## src/rtl/dlsc_demosaic_vng_accum.sv

```systemverilog
// Gradient-thresholded colour accumulator for the VNG demosaic pipeline.
// Sums the channels of every direction whose gradient passes the group threshold.
module dlsc_demosaic_vng_accum #(
  parameter int DATA     = 8,
  parameter int GRAD     = 11,
  parameter int CHANNELS = 3,
  parameter int DIRS     = 8,
  parameter int CNTB     = 4
) (
  input  logic                            clk,
  input  logic                            rst,
  input  logic                            clk_en,
  input  logic                            in_valid,
  output logic                            in_ready,
  input  logic                            in_last,
  input  logic [GRAD-1:0]                 in_grad,
  input  logic [GRAD-1:0]                 in_thresh,
  input  logic [CHANNELS*(DATA+1)-1:0]    in_data,
  output logic                            out_valid,
  input  logic                            out_ready,
  output logic [CHANNELS*(DATA+1+CNTB)-1:0] out_sum,
  output logic [CNTB-1:0]                 out_cnt,
  output logic                            out_fallback,
  output logic                            out_overflow
);

  localparam int CW   = DATA + 1;
  localparam int SUMW = CW + CNTB;

  logic                   out_valid_reg;
  logic [CNTB-1:0]        out_cnt_reg;
  logic                   out_fallback_reg;
  logic                   out_overflow_reg;

  logic [CNTB-1:0]        cnt_reg;
  logic [CNTB-1:0]        idx_reg;
  logic                   first_reg;
  logic [GRAD-1:0]        thresh_reg;
  logic [GRAD-1:0]        min_grad_reg;
  logic [CHANNELS*CW-1:0] min_data_reg;
  logic                   ovf_reg;

  logic                   in_xfer;
  logic                   out_xfer;
  logic                   finish;
  logic [GRAD-1:0]        eff_thresh;
  logic                   pass;
  logic                   in_range;
  logic                   take;
  logic [CNTB-1:0]        cnt_next;
  logic                   min_load;
  logic [GRAD-1:0]        min_grad_next;
  logic [CHANNELS*CW-1:0] min_data_next;
  logic                   ovf_next;
  logic                   use_fallback;

  assign in_ready  = !out_valid_reg | out_ready;
  assign in_xfer   = clk_en & in_valid & in_ready;
  assign out_xfer  = clk_en & out_valid_reg & out_ready;
  assign finish    = in_xfer & in_last;

  assign eff_thresh = first_reg ? in_thresh : thresh_reg;
  assign pass       = (in_grad <= eff_thresh);
  assign in_range   = (idx_reg < CNTB'(DIRS));
  assign take       = pass & in_range;
  assign cnt_next   = cnt_reg + CNTB'(take);

  // Strict less-than so that equal gradients keep the earlier beat.
  assign min_load      = in_range & (first_reg | (in_grad < min_grad_reg));
  assign min_grad_next = min_load ? in_grad : min_grad_reg;
  assign min_data_next = min_load ? in_data : min_data_reg;
  assign ovf_next      = ovf_reg | !in_range;
  assign use_fallback  = (cnt_next == '0);

  genvar gi;
  generate
    for (gi = 0; gi < CHANNELS; gi++) begin : g_chan
      logic [CW-1:0]   ch;
      logic [CW-1:0]   min_ch;
      logic [SUMW-1:0] acc_reg;
      logic [SUMW-1:0] acc_next;
      logic [SUMW-1:0] sum_reg;

      assign ch       = in_data[gi*CW +: CW];
      assign min_ch   = min_data_next[gi*CW +: CW];
      assign acc_next = acc_reg + (take ? SUMW'(ch) : '0);

      always_ff @(posedge clk) begin
        if (rst) begin
          acc_reg <= '0;
          sum_reg <= '0;
        end else if (in_xfer) begin
          if (in_last) begin
            acc_reg <= '0;
            sum_reg <= use_fallback ? SUMW'(min_ch) : acc_next;
          end else begin
            acc_reg <= acc_next;
          end
        end
      end

      assign out_sum[gi*SUMW +: SUMW] = sum_reg;
    end
  endgenerate

  always_ff @(posedge clk) begin
    if (rst) begin
      out_valid_reg    <= 1'b0;
      out_cnt_reg      <= '0;
      out_fallback_reg <= 1'b0;
      out_overflow_reg <= 1'b0;
      cnt_reg          <= '0;
      idx_reg          <= '0;
      first_reg        <= 1'b1;
      thresh_reg       <= '0;
      min_grad_reg     <= '0;
      min_data_reg     <= '0;
      ovf_reg          <= 1'b0;
    end else begin
      if (finish) begin
        out_valid_reg <= 1'b1;
      end else if (out_xfer) begin
        out_valid_reg <= 1'b0;
      end

      if (in_xfer) begin
        if (in_last) begin
          out_cnt_reg      <= use_fallback ? CNTB'(1) : cnt_next;
          out_fallback_reg <= use_fallback;
          out_overflow_reg <= ovf_next;
          cnt_reg          <= '0;
          idx_reg          <= '0;
          first_reg        <= 1'b1;
          min_grad_reg     <= '0;
          min_data_reg     <= '0;
          ovf_reg          <= 1'b0;
        end else begin
          cnt_reg      <= cnt_next;
          idx_reg      <= in_range ? idx_reg + CNTB'(1) : idx_reg;
          first_reg    <= 1'b0;
          thresh_reg   <= eff_thresh;
          min_grad_reg <= min_grad_next;
          min_data_reg <= min_data_next;
          ovf_reg      <= ovf_next;
        end
      end
    end
  end

  assign out_valid    = out_valid_reg;
  assign out_cnt      = out_cnt_reg;
  assign out_fallback = out_fallback_reg;
  assign out_overflow = out_overflow_reg;

endmodule

```

## config.mk

```make
export PLATFORM = sky130hd
export DESIGN_NAME = dlsc_demosaic_vng_accum
export DESIGN_NICKNAME = d
export VERILOG_FILES = /design/src/rtl/dlsc_demosaic_vng_accum.sv
export SDC_FILE = /design/constraint.sdc
export NUM_CORES = 1
export LEC_CHECK = 0
export ABC_AREA = 0
export CORE_AREA = 2 2 150 152
export CTS_CLUSTER_SIZE = 20
export DETAILED_ROUTE_END_ITERATION = 8
export DIE_AREA = 0 0 152 154
export PLACE_DENSITY_LB_ADDON = 0.15
export SETUP_SLACK_MARGIN = 0.02
export SLEW_MARGIN = 20
export SYNTH_ARGS = -nofsm -noshare
export SYNTH_HDL_FRONTEND = slang
export SYNTH_SLANG_ARGS = --single-unit
```

## constraint.sdc

```tcl
create_clock -name clk -period 10.6 [get_ports clk]
set_clock_uncertainty 0.05 [all_clocks]
set_input_delay 1.59 -clock clk [delete_from_list [all_inputs] [get_ports clk]]
set_output_delay 1.59 -clock clk [all_outputs]
set_load 0.05 [all_outputs]
```

# Word level (Yosys, flattened, before mapping)

Index checks and enable logic that the tools add are counted.
Widths: inputs -> output; s select.

Register bits: 144
Input bits: 55
RAM bits: 0
Logic and storage cells: 68
ROM bits: 0
Bits in latches: 0
Memories: 0

Shift operators: 0
Bitwise logic cells: 11
Multiplexer cells: 22
Add/sub/neg operators: 5
Reductions and logical operators: 10
Divide/modulo/power cells: 0
Order comparisons: 3
Equal/unequal tests: 0
$mul: 0

Operator list:

| kind                | number |
|---|---|
| $mux 13             | 6 |
| $mux 27             | 2 |
| $add 13x9->13       | 3 |
| $mux 11             | 3 |
| $mux 9              | 3 |
| $mux 4              | 4 |
| $le 11x11->1        | 1 |
| $lt 11x11->1        | 1 |
| $reduce_and 2->1    | 4 |
| $and 1x1->1         | 7 |
| $reduce_bool 2->1   | 3 |
| $add 4x1->4         | 1 |
| $add 4x1->4 const B | 1 |
| $logic_not 4->1     | 1 |
| $lt 4x4->1 const B  | 1 |
| $mux 1              | 4 |
| $or 1x1->1          | 3 |
| $logic_not 1->1     | 2 |
| $not 1->1           | 1 |

# Logic depth before layout (Yosys ltp)

Gate-level depths: netlist (run 1).

Depth after elaboration: 6
Mapped depth: 19
Mapped depth without buffers: 16

# Worst setup path after synthesis (run 1)

OpenSTA, ideal clock, no wires.

Path type: input to register
From: input port in_thresh[0]
To: register g_chan[0].sum_reg[8]
Arrival: 4,961 ps
Required time: 10,428 ps
Stages: 17
Slack: 5,468 ps
Cell sequence: mux2_2 > ha_1 > nor2b_1 > o21a_1 > o21a_1 > o21ai_0 > a221oi_2 > clkbuf_1 > o21ai_0 > ha_1 > fa_1 > a211oi_1 > o21ai_1 > a21o_1 > a21oi_1 > mux2i_1 > a221o_1

Longest elaborated chain between the ends: 6
Elaborated cells between the ends (all ways): 8
Classes of those cells: 2 x add/sub; 1 x order compare; 3 x mux; 1 x bitwise; 1 x reduce/logical

RTL lines:

| item                                             | RTL line | RTL |
|---|---|---|
| start, declared                                  | 17       | `input logic [GRAD-1:0] in_thresh,` |
| $mux 11 *                                        | 62       | `assign eff_thresh = first_reg ? in_thresh : thresh_reg;` |
| $le 11x11->1 *                                   | 63       | `assign pass = (in_grad <= eff_thresh);` |
| $and 1x1->1 *                                    | 65       | `assign take = pass & in_range;` |
| $mux 9 or $add 4x1->4 (tied branches)            | 86, 66   |  |
| $add 13x9->13 or $logic_not 4->1 (tied branches) | 86, 73   |  |
| $mux 13 *                                        | 95       | `sum_reg <= use_fallback ? SUMW'(min_ch) : acc_next;` |
| end signal, assigned                             | 95       |  |
| end, declared                                    | 82       | `logic [SUMW-1:0] sum_reg;` |

Every way passes the cells marked *; elsewhere a longest branch is shown, timed or not.
A chain may end at the register's enable or synchronous reset.

# Worst setup path after layout (run 1)

From: input port in_thresh[10]
To: register g_chan[2].sum_reg[6]

Longest elaborated chain between the ends: 6
Elaborated cells between the ends (all ways): 8
Classes of those cells: 2 x add/sub; 1 x order compare; 3 x mux; 1 x bitwise; 1 x reduce/logical

RTL lines:

| item                                             | RTL line |
|---|---|
| $mux 11 *                                        | 62 |
| $le 11x11->1 *                                   | 63 |
| $and 1x1->1 *                                    | 65 |
| $mux 9 or $add 4x1->4 (tied branches)            | 86, 66 |
| $add 13x9->13 or $logic_not 4->1 (tied branches) | 86, 73 |
| $mux 13 *                                        | 95 |
| end signal, assigned                             | 95 |
| end, declared                                    | 82 |

Marked as above.

==> results.cfg, run 1 <==
[logic_synthesis]
async_flop_share = 0
yosys.area.top_type = dfxtp_1
syn_area_mm2 = 0.008581
yosysSeqAreaShare = 0.3360
synth_top_flop_cell = dfxtp_1
yosysWarnings = 0
syn_area_per_cell_um2 = 8.307
syn_inst = 1033
yosys-top-cells-area = dfxtp_1 34%, ha_1 7.4%, nand2_1 5.5%
ys_types = 62
synth_nets = 1142
synth-edff-count = 0
synth_top_area_frac = 0.3360
synth-seq-cells = 144

[placed_design]
finalWeightedCongestion = 0.8585
portBuffers = 101
dp_hpwl_um = 16200
placedCellCount = 1352
placed_area_mm2 = 0.009743

[power_and_ir_drop]
internal-power_w = 0.001172
p_leak_nw = 3.980
combPwrFrac = 0.199
irDropWorstVdd_uv = 106.4
power_density_mw_per_mm2 = 155.0
p_sw_frac = 0.2786
report.power.total_w = 0.001624
clockPowerShare = 0.448
pwr-share-seq = 0.354
power.switching_w = 0.0004524

[die]
core-area_mm2 = 0.02169
fp-row-count = 54
dieArea_mm2 = 0.02341
ios = 102
start_util = 0.3956
fp.dieW_um = 152
die_y_um = 154

[setup_path]
worstSetupPathType = in -> reg
crit_path_end_kind = register
cp_slowest_stage_delay_ns = 0.60
critPathSlowestCell = nand2_1
crit_fanout = 29
worstPathCellList = clkdlybuf4s50_1 > mux2i_1 > ha_1 > nand2_1 > nor4_4 > buf_4 > a21oi_1 > o21ai_0 > ha_1 > ha_1 > nor3_1 > and2_0 > nand3_1 > buf_4 > o21ai_1
arrival_ns = 6.27
ff2ff_setup_slack_ns = 5.38
crit_family = simple AND/OR/NAND/NOR gates
r2r_end = g_chan[2].sum_reg[6]
r2r_cells = 14
worst-path-buf-inv = 3
worstPathRequired_ns = 10.91
cpMostUsedCell = ha_1
start_kind = primary input
r2r-start = first_reg

[grt]
antenna_found_initial = 0
track_usage = 0.2128
overflow = 0
grt_max_degree = 64
grt_pass1_wl_um = 40320
grt_pass1_vias = 7329

[run]
cap_violations = 0

[timing]
fmax_ghz = 0.1677
timing.final.hold_violations = 0
timing_max_transition_violations_final = 0
fin_crit_ns = 5.962
relSlewSlack = 0.3231
fin_setup_tns_ns = 0
worst_pin_slew_ns = 1.013
timing.final.crit_share = 0.5624
setup_viol_count_final = 0
rsz0062_at_grt = no

[layout]
final_common_cell = dfxtp_1
final_nets = 1201
fin_util = 0.4831
drive_above_1_share = 0.08160
final_cells = 1383
num_antenna_cells = 0
syn_to_final_growth_pct = 22.10
final_cell_mix = 144 x dfxtp_1, 125 x nand2_1, 99 x clkdlybuf4s50_1, 72 x a21oi_1, 68 x nor2_1
final_cell_area_mm2 = 0.01048

[run_status]
status = completed

[clocking]
post-cts-setup-buffer-count = 0
cts_resized = 0
clock-root-buffer = clkbuf_16
clk_latency_ns = 0.43
cts.sinks = 144
numCtsBuffers = 17
cts_tree = done
clockBufferDepth = 2
htree_levels = 4
hold_buffers = 0
clk_pin_slew_ns = 0.06

[detailed_routing]
drc_errors = 0
vias = 7778
ant_nets = 0
wire_per_inst_um = 17.84
viasPerCell = 5.624
totalWireLength_um = 24670
drtIter0Drc = 548
dr.pass1.iters = 6

[min_path]
min_from = g_chan[1].acc_reg[6]
hp-class = reg -> reg
worst_hold_path.endpoint = g_chan[1].acc_reg[6]
hold_depth = 2
[through the flow]
step / hold slack (ns) / worst slack, ns
after floorplan: 0.3862 / 5.468
after global routing: 0.4364 / 4.193
final: 0.4140 / 4.638
after detailed placement: 0.4042 / 4.239
after global placement: 0.3955 / 4.380
after CTS: 0.4130 / 4.656
[metal layers]
metal	vias up	GRT usage	share of wire
met4	0	0.06186	0.013
met3	23	0.03241	0.048
li1	3910	-	-
met2	210	0.3329	0.44
met5	-	0	0
met1	3635	0.3035	0.50
[cells in the mapped netlist, types with 4 or more instances]
master	n
a211oi_1	21
a21o_1	11
a21oi_1	73
a221oi_1	5
a221oi_2	17
a22o_1	10
a22oi_1	35
a31oi_1	7
and2_1	5
and3_1	39
buf_1	6
buf_2	13
buf_6	4
clkbuf_1	51
dfxtp_1	144
ha_1	51
inv_1	29
mux2i_1	41
nand2_1	126
nand2b_1	8
nand3_1	26
nand4_1	6
nor2_1	70
nor3_1	17
o21a_1	8
o21ai_0	61
o21ai_1	37
o22ai_1	5
o32ai_1	9
o32ai_2	9
or4_1	4
xnor2_1	17
xor2_1	14
[logic make-up (layout without fill, tap and decap cells)]
kind of cell / count (synthesis) / after routing / share of synthesized area
and+or+nand+nor: 316 / 316 / 0.1690
muxes: 44 / 44 / 0.05176
AOI/OAI and AO/OA: 337 / 337 / 0.2772
buffers and inverters: 107 / 177 / 0.05307
xor gates and xnor gates: 31 / 31 / 0.03164
DFF: 144 / 144 / 0.3360
adders and majority gates: 54 / 54 / 0.08136
[power by group through the flow]
stage / registers (W) / logic [W] / clock network (W)
2_1_floorplan: 0.000608 / 0.000198 / 0
3_3_place_gp: 0.000586 / 0.000320 / 0
3_5_place_dp: 0.000586 / 0.000320 / 0
4_1_cts: 0.000574 / 0.000323 / 0.000736
5_1_grt: 0.000576 / 0.000357 / 0.000758
6_report: 0.000574 / 0.000323 / 0.000727
[worst max path at each step]
| stage | start | to | slack, ns | cells past startpoint |
|---|---|---|---|---|
| after detailed placement | in_thresh[10] | g_chan[2].sum_reg[0] | 4.24 | 15 |
| after CTS | in_thresh[10] | g_chan[2].sum_reg[6] | 4.66 | 15 |
| final | in_thresh[10] | g_chan[2].sum_reg[6] | 4.64 | 15 |
| after global placement | in_thresh[10] | g_chan[2].sum_reg[4] | 4.38 | 15 |
| after global routing | in_thresh[10] | g_chan[1].sum_reg[4] | 4.19 | 15 |
| after floorplan | in_thresh[0] | g_chan[0].sum_reg[8] | 5.47 | 17 |
[final cells by class]
cell class              count  area, µm²
flip-flops and latches    144       2883
fillers                  2098      11210
clock inverters             9      226.5
multi-input cells         782       5285
repair buffers            116       1136
well taps                 280      350.3
inverters                  31      116.4
clock buffers              21      480.5
[worst register-to-register path, cell delays in order, from the launching register on]
cell and delay (ns):
dfxtp_1 0.79, mux2i_1 0.23, ha_1 0.35, nand2_1 0.60, nor4_4 0.46, buf_4 0.37
a21oi_1 0.07, o21ai_0 0.12, ha_1 0.20, ha_1 0.27, nor3_1 0.41, and2_0 0.40
nand3_1 0.34, buf_4 0.34, o21ai_1 0.16
No activity file was read; power rests on OpenSTA's default activity.
==> inputs of run 2 (changes only) <==
- clock period: 10.6 -> 4.8 ns (I/O delays scaled with it)
==> run 2 against run 1 <==
Net effect: final cell count is 1.8% higher; design area is 1.4% higher; die area stayed put; core utilization is 0.70 points higher; critical path type is now reg -> reg.
==> results.cfg, run 2 (synthesized netlist as in run 1, its figures left out) <==
[run_status]
status = completed

[timing]
timing.hold.ws_ns = 0.4048
fin_crit_ns = 4.400
timing.final.hold_violations = 0
relSlewSlack = 0.4217
rsz0062_at_grt = no
worst_pin_slew_ns = 0.8674
timing.final.crit_share = 0.9166
setup_viol_count_final = 0
fin_setup_tns_ns = 0
timing_max_transition_violations_final = 0
fmax_ghz = 0.2273

[clocking]
clk_latency_ns = 0.43
cts.sinks = 144
post-cts-setup-buffer-count = 0
hold_buffers = 0
htree_levels = 4
clk_pin_slew_ns = 0.06
clockBufferDepth = 2
cts_resized = 0
numCtsBuffers = 17
clock-root-buffer = clkbuf_16
cts_tree = done

[layout]
final_nets = 1224
final_common_cell = dfxtp_1
num_antenna_cells = 0
final_cell_mix = 144 x dfxtp_1, 125 x nand2_1, 99 x clkdlybuf4s50_1, 72 x a21oi_1, 68 x nor2_1
drive_above_1_share = 0.1002
final_cells = 1408
syn_to_final_growth_pct = 23.87

[setup_path]
crit_family = compound AO/OA/AOI/OAI gates
r2r_cells = 18
worst-path-buf-inv = 3
ff2ff_setup_slack_ns = 0.40
arrival_ns = 4.70
crit_path_end_kind = register
critPathSlowestCell = dfxtp_1
r2r-start = first_reg
start_kind = register
worstPathRequired_ns = 5.10
r2r_end = g_chan[1].acc_reg[10]
crit_fanout = 23
worstSetupPathType = reg -> reg
worstPathCellList = buf_4 > mux2i_1 > ha_1 > o21a_1 > o21a_1 > o21ai_0 > a221oi_2 > buf_12 > o21ai_0 > ha_1 > fa_1 > a211oi_1 > o21a_1 > o21bai_1 > a41oi_1 > buf_4 > nand4_1 > o211ai_1
cp_slowest_stage_delay_ns = 0.63
cpMostUsedCell = o21a_1

[power_and_ir_drop]
pwr-share-seq = 0.363
power_density_mw_per_mm2 = 328.7
clockPowerShare = 0.426
combPwrFrac = 0.211
power.switching_w = 0.001007
irDropWorstVdd_uv = 241.2
p_leak_nw = 4.080
internal-power_w = 0.002487
p_sw_frac = 0.2882

[detailed_routing]
viasPerCell = 5.652
ant_nets = 0
totalWireLength_um = 25050
drc_errors = 0
wire_per_inst_um = 17.79
drtIter0Drc = 395
vias = 7958
dr.pass1.iters = 5

[die]
fp.dieW_um = 152
start_util = 0.3956
ios = 102
dieArea_mm2 = 0.02341
core-area_mm2 = 0.02169
fp-row-count = 54
die_y_um = 154

[grt]
grt_pass1_vias = 7536
grt_pass1_wl_um = 40650
overflow = 0
antenna_found_initial = 0
grt_max_degree = 68
track_usage = 0.2135

[min_path]
hold_depth = 2
hp-class = reg -> reg
min_from = out_cnt[1]
worst_hold_path.endpoint = out_cnt[1]

[placed_design]
portBuffers = 101
placedCellCount = 1376
finalWeightedCongestion = 0.8488
dp_hpwl_um = 16760

[run]
cap_violations = 0
==> run 2: metrics by stage <==
step           instance area [µm²]  power, W  utilization  setup slack [ns]
2_1_floorplan                 8581  0.001780            -            0.3885
3_3_place_gp                  9973  0.002026       0.4598           0.05617
3_5_place_dp                  9973  0.002027       0.4598           0.01952
4_1_cts                      10630  0.003518       0.4901            0.4006
5_1_grt                      10630  0.003649       0.4901           0.04777
6_report                     10630  0.003494       0.4901            0.4003
==> run 2: area by class of cell <==
| type | count | area (µm²) |
|---|---|---|
| repair buffers | 139 | 1339 |
| clock inverters | 10 | 181.4 |
| clock buffers | 22 | 474.2 |
| inverters | 31 | 116.4 |
| multi-input cells | 782 | 5285 |
| fillers | 2120 | 11060 |
| flip-flops and latches | 144 | 2883 |
| well taps | 280 | 350.3 |
==> run 2: layer usage <==
layer  vias to the layer above  wire [µm]  part of all wire  GRT usage
met5                         -          0                 0          0
met4                         0        336             0.013    0.06186
met3                        22        973             0.039    0.03608
met2                       168      11270              0.45     0.3404
met1                      3812      12460              0.50     0.2973
li1                       3956          -                 -          -
==> run 2: worst reg2reg max path: stages, from the launching register on <==
cell and delay [ns]:
dfxtp_1 0.63, buf_4 0.25, mux2i_1 0.27, ha_1 0.19, o21a_1 0.12, o21a_1 0.10, o21ai_0 0.09, a221oi_2 0.33
buf_12 0.21, o21ai_0 0.11, ha_1 0.22, fa_1 0.40, a211oi_1 0.31, o21a_1 0.21, o21bai_1 0.17, a41oi_1 0.34
buf_4 0.17, nand4_1 0.08, o211ai_1 0.10
==> run 2: worst max-delay path by stage <==
stage                 start                    end  slack, ns  cells after the start
5_1_grt           first_reg   g_chan[1].sum_reg[7]       0.05                     17
3_5_place_dp   in_thresh[1]  g_chan[1].acc_reg[10]       0.02                     19
4_1_cts           first_reg  g_chan[1].acc_reg[10]       0.40                     18
6_report          first_reg  g_chan[1].acc_reg[10]       0.40                     18
2_1_floorplan     first_reg   g_chan[0].sum_reg[8]       0.39                     18
3_3_place_gp   in_thresh[1]   g_chan[1].sum_reg[8]       0.06                     18
==> run 2: power by group through the flow <==
stage	Sequential (W)	Clock [W]	Combinational, W
2_1_floorplan	0.00134	0	0.000437
3_3_place_gp	0.00129	0	0.000733
3_5_place_dp	0.00129	0	0.000734
4_1_cts	0.00127	0.00151	0.000738
5_1_grt	0.00127	0.00157	0.000810
6_report	0.00127	0.00149	0.000738
